`src/rtl/npc_unit.sv`:
```
// npc_unit: F-stage PC register and D-stage branch/jump/jr resolution with
// redirect counter. Optional misaligned-fetch flag under NPC_ALIGN_CHECK_EN.
module npc_unit #(
  parameter int          ADDR_W   = 32,
  parameter logic [31:0] RESET_PC = 32'h0000_3000,
  parameter int          CNT_W    = 16
) (
  input  logic              clk,
  input  logic              reset,
  input  logic              F_en,
  input  logic              D_valid,
  input  logic [ADDR_W-1:0] D_pc,
  input  logic [15:0]       D_imm16,
  input  logic [25:0]       D_imm26,
  input  logic [31:0]       D_rs_val,
  input  logic [31:0]       D_rt_val,
  input  logic [2:0]        D_br_op,
  input  logic              D_jump,
  input  logic              D_jr,
  input  logic              cnt_clr,
  output logic [ADDR_W-1:0] F_pc,
  output logic              D_redirect,
  output logic [ADDR_W-1:0] D_link_addr,
  output logic [CNT_W-1:0]  redirect_cnt,
  output logic              F_adel
);

  localparam logic [ADDR_W-1:0] LP_RST   = RESET_PC[ADDR_W-1:0];
  localparam logic [ADDR_W-1:0] LP_FOUR  = ADDR_W'(4);
  localparam logic [ADDR_W-1:0] LP_EIGHT = ADDR_W'(8);
  localparam logic [ADDR_W-1:0] LP_ALIGN = ~(ADDR_W'(3));
  localparam logic [CNT_W-1:0]  LP_CMAX  = '1;

  logic [ADDR_W-1:0] r_pc;
  logic [CNT_W-1:0]  r_cnt;

  logic [ADDR_W-1:0] w_br_off;
  logic [ADDR_W-1:0] w_br_tgt;
  logic [ADDR_W-1:0] w_j_tgt;
  logic [ADDR_W-1:0] w_jr_raw;
  logic [ADDR_W-1:0] w_jr_tgt;
  logic [ADDR_W-1:0] w_tgt;
  logic [ADDR_W-1:0] w_next;
  logic signed [31:0] w_rs_s;
  logic              w_br_true;
  logic              w_redirect;

  assign w_br_off = {{(ADDR_W-18){D_imm16[15]}}, D_imm16, 2'b00};
  assign w_br_tgt = D_pc + LP_FOUR + w_br_off;

  generate
    if (ADDR_W > 28) begin : g_jhi
      assign w_j_tgt = {D_pc[ADDR_W-1:28], D_imm26, 2'b00};
    end else begin : g_jlo
      assign w_j_tgt = {D_imm26, 2'b00};
    end
  endgenerate

  assign w_jr_raw = D_rs_val[ADDR_W-1:0];
`ifdef NPC_ALIGN_CHECK_EN
  assign w_jr_tgt = w_jr_raw;
`else
  assign w_jr_tgt = w_jr_raw & LP_ALIGN;
`endif

  assign w_rs_s = $signed(D_rs_val);

  // Branch condition decode; 0 and 7 are never taken.
  always_comb begin
    w_br_true = 1'b0;
    case (D_br_op)
      3'd1:    w_br_true = (D_rs_val == D_rt_val);
      3'd2:    w_br_true = (D_rs_val != D_rt_val);
      3'd3:    w_br_true = (w_rs_s <= 32'sd0);
      3'd4:    w_br_true = (w_rs_s > 32'sd0);
      3'd5:    w_br_true = (w_rs_s < 32'sd0);
      3'd6:    w_br_true = (w_rs_s >= 32'sd0);
      default: w_br_true = 1'b0;
    endcase
  end

  assign w_redirect = D_valid & (D_jr | D_jump | w_br_true);

  // Target select: jr wins over jump, jump over branch.
  always_comb begin
    w_tgt = w_br_tgt;
    if (D_jr) begin
      w_tgt = w_jr_tgt;
    end else if (D_jump) begin
      w_tgt = w_j_tgt;
    end
  end

  assign w_next = w_redirect ? w_tgt : (r_pc + LP_FOUR);

  // Fetch PC register; a stall freezes it.
  always_ff @(posedge clk) begin
    if (reset) begin
      r_pc <= LP_RST;
    end else if (F_en) begin
      r_pc <= w_next;
    end
  end

  // Saturating redirect counter; clear wins and ignores stall.
  always_ff @(posedge clk) begin
    if (reset || cnt_clr) begin
      r_cnt <= '0;
    end else if (F_en && w_redirect && (r_cnt != LP_CMAX)) begin
      r_cnt <= r_cnt + CNT_W'(1);
    end
  end

`ifdef NPC_ALIGN_CHECK_EN
  logic r_adel;

  // Misaligned-fetch flag follows the PC that is being loaded.
  always_ff @(posedge clk) begin
    if (reset) begin
      r_adel <= 1'b0;
    end else if (F_en) begin
      r_adel <= (w_next[1:0] != 2'b00);
    end
  end

  assign F_adel = r_adel;
`else
  assign F_adel = 1'b0;
`endif

  assign F_pc         = r_pc;
  assign D_redirect   = w_redirect;
  assign D_link_addr  = D_pc + LP_EIGHT;
  assign redirect_cnt = r_cnt;

endmodule

```
`config.mk`:
```
export PLATFORM = sky130hd
export DESIGN_NAME = npc_unit
export DESIGN_NICKNAME = d
export VERILOG_FILES = /design/src/rtl/npc_unit.sv
export SDC_FILE = /design/constraint.sdc
export NUM_CORES = 1
export LEC_CHECK = 0
export BUFFER_PORTS_ARGS = -buffer_cell sky130_fd_sc_hd__buf_2
export CAP_MARGIN = 20
export CORE_UTILIZATION = 56
export DETAILED_ROUTE_END_ITERATION = 10
export PLACE_DENSITY = 0.88
export SYNTH_ARGS = -nofsm -noshare
export SYNTH_HDL_FRONTEND = slang
export SYNTH_SLANG_ARGS = --single-unit
```
`constraint.sdc`:
```
create_clock -name clk -period 5.76 [get_ports clk]
set_clock_uncertainty 0.05 [all_clocks]
set_input_delay 1.152 -clock clk [delete_from_list [all_inputs] [get_ports clk]]
set_output_delay 1.152 -clock clk [all_outputs]
set_load 0.02 [all_outputs]
```
==> reports/results.txt, run 1 <==
share of post-route cells with drive strength above 1 = 0.2470
Core Area = 10890 um2
crit start category = primary input
hold bufs inserted after CTS = 0
DR DRC count = 0
Fin. Hold Viols = 0
Cells after DPL = 1201
Int Pwr = 0.7329 mW
Finished Layout Cells = 1209
Post-Syn Area per Cell = 7.197 um2
Worst slew margin = 0.4598
most common cell in the netlist = nand2_1
Antenna Cells = 0
RSZ-0062 raised after global routing = no
postcts setup bufs = 0
gr ovfl total = 0
final core occ = 0.6955
critical path cell sequence = buf_2 -> ha_1 -> nand3_1 -> nor3_1 -> and3_1 -> inv_1 -> nor2_1 -> nand3_1 -> xnor2_1 -> buf_2
initial DRC count = 840
Vias/cell = 6.299
reg2reg start = F_pc[2]
clk_lat worst skew = 0.31 ns
RR Endpoint = F_pc[28]
site row count = 38
r2r setup slk = 2.92 ns
Commonest cells post-synth = nand2_1 (91), nor2_1 (81), a21oi_1 (71)
MaxCap Viol Count = 0
achievable frequency = 0.2259 GHz
DR pass1 iterations = 5
total die area = 11690 um2
CP max stage delay = 0.39 ns
synth warn = 0
worst slew pin tran = 0.8074 ns
syn nets = 1085
antenna violations before repair = 1
clk buf depth = 2
DRT Wirelength = 21200 um
Initial Utilization = 0.5791
Clock Root Buffer = clkbuf_8
FFs w/ async S/R, synth = 0
minimum clock period = 4.427 ns
DRT antenna net count = 0
CTS-repair resized insts = 0
TritonCTS clock tree = built
Unique masters post-synth = 75
EDFF count, synth = 0
via count = 7615
Post-Syn Area = 6305 um2
hold endpoint = F_pc[1]
io pins = 230
worst slack, placed = 1.297 ns
Seq pwr share = 0.293
Mapped Cells = 876
first-pass GRT wire length = 32510 um
Inserted Clock Buffers = 5
Setup TNS = 0 ns
setup violators final = 0
Synth area leader = dfxtp_1
net switching power = 0.5261 mW
Slew Limit Fails = 0
clock slew seen by the registers of the worst setup and hold paths = 0.09 ns
final worst-path cycle share = 0.7686
Port Buf Inserts = 228
WL/cell = 17.53 um
Leak = 3.303 nW
Req. time, crit path = 4.56 ns
R2R cell count = 9
CTS H-Tree Depth = 2
Hold Path Class = reg2reg
Total GRT Usage = 0.3463
post-synthesis sequential area ratio = 0.1524
combinational power share = 0.494
nets = 1277
Fin Hold WS = 0.4119 ns
Min-Delay Startpoint = F_pc[1]
critical path class = in2out
power per standard cell area = 166.3 nW/um2
Synth top area share = 0.1524
Die Span Y = 108.1 um
area delta synth->final = 20.10%
vias in the first global route = 6648
Sw Ratio = 0.4178
DIE WIDTH = 108.1 um
final worst slack = 1.333 ns
peak supply drop = 150.5 uV
top cells by area, synth = dfxtp_1 (15%), ha_1 (12%), xnor2_1 (8.6%)
synthesized flop and latch total = 48
Sink Count = 48
placer congestion estimate = 0.9572
Clk pwr share = 0.212
largest net degree at the start of global routing = 45
Worst Hold Path Cells = 2
CP arrival = 3.22 ns
dpl hpwl = 17080 um
outcome = complete, no violations
Worst path slowest cell = nor3_1
Synth Flop Type = dfxtp_1
worst-path maximum fanout = 5
critical path endpoint category = output port
metrics by stage:
| step | instance area, um2 | total power, mW |
|---|---|---|
| 2_1_floorplan | 6305 | 0.7784 |
| 3_3_place_gp | 7451 | 0.9748 |
| 3_5_place_dp | 7451 | 0.9801 |
| 4_1_cts | 7572 | 1.241 |
| 5_1_grt | 7572 | 1.320 |
| 6_report | 7572 | 1.259 |
logic make-up after synthesis:
| group | share of synthesized area |
|---|---|
| compound gates | 0.2596 |
| xor+xnor | 0.1139 |
| fa+ha+maj | 0.1222 |
| buf+inv | 0.04664 |
| flops | 0.1524 |
| mux | 0.02699 |
| other cells | 0.0005948 |
| simple gates | 0.2776 |
critical path: cells and delay by family:
kind                     cells  cell delay, ns
XOR/XNOR                     1            0.14
adder cells (fa/ha/maj)      1            0.20
buffers and inverters        3            0.37
AND/OR/NAND/NOR              5            1.35
power by group through the flow:
stage | combinational [mW] | clock [mW] | sequential [mW]
after floorplan | 0.388 | 0 | 0.390
after global placement | 0.600 | 0 | 0.375
after detailed placement | 0.604 | 0 | 0.376
after CTS | 0.609 | 0.264 | 0.368
after global routing | 0.673 | 0.276 | 0.371
final | 0.622 | 0.268 | 0.369
placed cells by master (no fill, tap or decap), types with 3 or more instances in the layout:
cell	n
a2111oi_0	3
and3_1	21
a21o_1	16
or3_1	10
o22ai_1	4
a31oi_1	5
nand3_1	37
a31o_2	3
buf_4	4
nand2_1	91
mux2i_1	17
nor2_1	81
clkbuf_8	6
o21ai_0	39
o211ai_1	18
o21a_1	4
nand4_1	29
nand2b_1	9
xnor2_1	62
xor2_1	20
nor4_1	15
nor3_1	24
dfxtp_1	48
nor2b_1	3
nand3b_1	4
a22oi_1	8
or4_1	9
ha_1	60
a211oi_1	11
o21ai_1	15
a221oi_1	3
nor4b_1	4
inv_1	23
buf_2	228
o31ai_1	5
o21bai_1	3
a311oi_1	6
a21oi_1	71
or2_2	4
area by class of cell:
type                    instances  area, um2
inverters                      25      93.84
flip-flops and latches         48      960.9
repair buffers                232       1171
fillers                       968       3316
well taps                     140      175.2
clock buffers                   6      82.58
multi-input cells             756       5050
clock inverters                 2      38.79
layer usage:
metal	routed length [um]	vias up	part of all wire	global-route usage
met5	12	-	0.00057	0
met4	754	2	0.036	0.1360
met3	2169	68	0.10	0.05124
met2	9693	471	0.46	0.5692
met1	8565	3446	0.40	0.4528
li1	-	3628	-	-
flip-flops by register name (all words and copies together) (netlist names):
signal,flops
redirect_cnt,16
F_pc,32
worst max path at each step:
stage / from / endpoint / slack, ns / depth (start not counted)
after floorplan: D_pc[3] / D_link_addr[29] / 1.82 / 8
after global placement: D_pc[3] / D_link_addr[29] / 1.36 / 10
after detailed placement: D_pc[3] / D_link_addr[31] / 1.30 / 10
after CTS: D_pc[3] / D_link_addr[31] / 1.29 / 10
after global routing: D_pc[3] / D_link_addr[27] / 1.12 / 10
final: D_pc[3] / D_link_addr[29] / 1.33 / 10
Power figures use the tool's default switching activity.
==> run 2, diff against run 1 <==
- ABC_AREA: not set -> 1
- CORE_UTILIZATION: 56 -> 53
- PLACE_DENSITY: 0.88 -> 0.82
- clock period: 5.76 -> 4.6 ns (I/O delays scaled with it)
==> run 2 against run 1 <==
Core utilization fell by 4.6 points. Combinational power rose by 25%. Count of clock-buffer cells in the layout did not move.
==> reports/results.txt, run 2 <==
outcome = complete, no violations
Worst path slowest cell = nor2_2
nets = 1646 (+29%)
WP buf/inv = 2 (-1)
total die area = 14030 um2 (+20%)
Min-Delay Startpoint = F_pc[0]
via count = 8527 (+12%)
area delta synth->final = 19.66%
setup violators final = 0 (unchanged)
critical path class = in2out
Slew Limit Fails = 0 (unchanged)
CP arrival = 2.91 ns (-0.31 ns)
EDFF count, synth = 0 (unchanged)
Worst Setup SP = D_pc[3]
Post-Syn Area = 7186 um2 (+14%)
io pins = 230 (unchanged)
Cells after DPL = 1606 (+34%)
Initial Utilization = 0.5426 (-0.03645)
Fill cells = 1328 (+37%)
synth warn = 0 (unchanged)
MaxCap Viol Count = 0 (unchanged)
Core Area = 13240 um2 (+22%)
Commonest cells post-synth = nand2_1 (375), inv_1 (144), nor2_1 (127)
Synth area leader = nand2_1
peak supply drop = 135.5 uV (-10%)
hold bufs inserted after CTS = 0 (unchanged)
Hold Path Class = reg2reg
Req. time, crit path = 3.63 ns (-0.93 ns)
post-synthesis sequential area ratio = 0.1337 (-0.01868)
reg2reg start = F_pc[2]
critical path endpoint category = output port
Fin. Hold Viols = 0 (unchanged)
most common cell in the netlist = nand2_1
Unique masters post-synth = 49 (-35%)
Synth top area share = 0.1959 (+0.04348)
TritonCTS clock tree = built
Worst slew margin = 0.6196 (+0.1598)
worst-path maximum fanout = 4 (-1)
FFs w/ async S/R, synth = 0 (unchanged)
vias in the first global route = 7813 (+18%)
Fin Hold WS = 0.4166 ns (+0.004635 ns)
CTS-repair resized insts = 0 (unchanged)
CTS H-Tree Depth = 2 (unchanged)
first-pass GRT wire length = 36540 um (+12%)
Antenna Cells = 0 (unchanged)
Seq pwr share = 0.278 (-0.015)
achievable frequency = 0.2580 GHz
syn nets = 1442 (+33%)
critical path cell sequence = buf_2 -> ha_1 -> nand3_1 -> nor2_2 -> nand4_1 -> nor2_2 -> nand4_1 -> nand3b_4 -> nor2_2 -> nand4_1 -> xor2_1 -> buf_2
largest net degree at the start of global routing = 42 (-6.7%)
commonest cells after routing, fill and taps aside = nand2_1 (375), buf_2 (228), inv_1 (144)
Synth Flop Type = dfxtp_1
top cells by area, synth = nand2_1 (20%), dfxtp_1 (13%), ha_1 (10%)
power per standard cell area = 195.9 nW/um2 (+18%)
clk buf depth = 2 (unchanged)
final worst-path cycle share = 0.8427
Post-Syn Area per Cell = 5.828 um2 (-19%)
Total GRT Usage = 0.3170 (-0.02923)
initial DRC count = 685 (-18%)
DRT Wirelength = 22230 um (+4.9%)
WL/cell = 13.77 um (-21%)
CP max stage delay = 0.24 ns (-0.15 ns)
clk_lat worst skew = 0.29 ns (-0.02 ns)
DR pass1 iterations = 5 (unchanged)
final worst slack = 0.7236 ns (-0.6095 ns)
worst slack, placed = 0.6789 ns (-0.6181 ns)
Setup TNS = 0 ns (unchanged)
Sink Count = 48 (unchanged)
site row count = 42 (+11%)
Die Span Y = 118.4 um (+9.6%)
clock slew seen by the registers of the worst setup and hold paths = 0.07 ns (-0.02 ns)
net switching power = 0.6862 mW (+30%)
Top delay family on crit path = simple AND/OR/NAND/NOR gates
combinational power share = 0.461 (-0.033)
Sw Ratio = 0.4075 (-0.01039)
synthesized flop and latch total = 48 (unchanged)
Mapped Cells = 1233 (+41%)
Leak = 4.465 nW (+35%)
crit start category = primary input
Int Pwr = 0.9979 mW (+36%)
placer congestion estimate = 0.9632 (+0.63%)
Vias/cell = 5.283 (-16%)
DR DRC count = 0 (unchanged)
final core occ = 0.6493 (-0.04619)
Finished Layout Cells = 1614 (+33%)
Clk pwr share = 0.260 (+0.048)
Port Buf Inserts = 228 (unchanged)
minimum clock period = 3.876 ns
Inserted Clock Buffers = 5 (unchanged)
Clock Root Buffer = clkbuf_16
max reg flops = 32 (unchanged)
DRT antenna net count = 0 (unchanged)
dpl hpwl = 18160 um (+6.3%)
share of post-route cells with drive strength above 1 = 0.1968 (-0.05016)
gr ovfl total = 0 (unchanged)
DIE WIDTH = 118.4 um (+9.6%)
most common cell after layout, fill and taps aside = nand2_1
RSZ-0062 raised after global routing = no
postcts setup bufs = 0 (unchanged)
antenna violations before repair = 0 (-1)
worst slew pin tran = 0.5672 ns (-0.2402 ns)
## run 2: power groups by stage
stage          Combinational (mW)  Clock [mW]  Sequential [mW]
6_report                    0.777       0.439            0.468
5_1_grt                     0.872       0.461            0.471
4_1_cts                     0.772       0.441            0.468
3_5_place_dp                0.767           0            0.477
3_3_place_gp                0.756           0            0.477
2_1_floorplan               0.498           0            0.493
## run 2: area by class of cell
| class | count | area [um2] | area share |
|---|---|---|---|
| multi-input combinational | 997 | 5487 | 0.6381 |
| timing repair buffer | 234 | 1186 | 0.1380 |
| sequential | 48 | 960.9 | 0.1118 |
| inverter | 151 | 566.8 | 0.06592 |
| tap | 176 | 220.2 | 0.02561 |
| clock buffer | 6 | 138.9 | 0.01615 |
| clock inverter | 2 | 38.79 | 0.004511 |
## run 2: worst min-delay path, delay by kind of cell (launching register included)
kind / cells / cell delay (ns)
flip-flops: 1 / 0.31
AND/OR/NAND/NOR: 1 / 0.06
AO/OA/AOI/OAI: 1 / 0.06
## run 2: path summary, 6_finish.rpt
kind	endpoint	slack, ns	depth (start not counted)
max	D_link_addr[31]	0.72	12
max reg2reg	F_pc[28]	2.17	13
min reg2reg	F_pc[0]	0.42	2
min	F_pc[0]	0.42	2
## run 2: layer usage
layer	global-route usage	routed length, um	up-vias
li1	-	-	4363
met1	0.3978	9509	3757
met2	0.5496	10300	360
met3	0.05598	1777	47
met4	0.09652	642	0
met5	0	0	-
## run 2: per-stage QoR
step / total power [mW] / cell area, um2
after floorplan: 0.9915 / 7186
after global placement: 1.233 / 8421
after detailed placement: 1.244 / 8421
after CTS: 1.681 / 8598
after global routing: 1.804 / 8598
final: 1.684 / 8598
## run 2: kinds of logic (layout without fill, tap and decap cells)
group           Yosys count  count (layout)  synth area share
compound gates          153             153            0.1123
xor+xnor                 94              94            0.1146
fa+ha+maj                61              61            0.1073
buf+inv                 188             393            0.1027
flops                    48              48            0.1337
mux                       1               1          0.001393
other cells               1               1         0.0005219
simple gates            687             687            0.4275
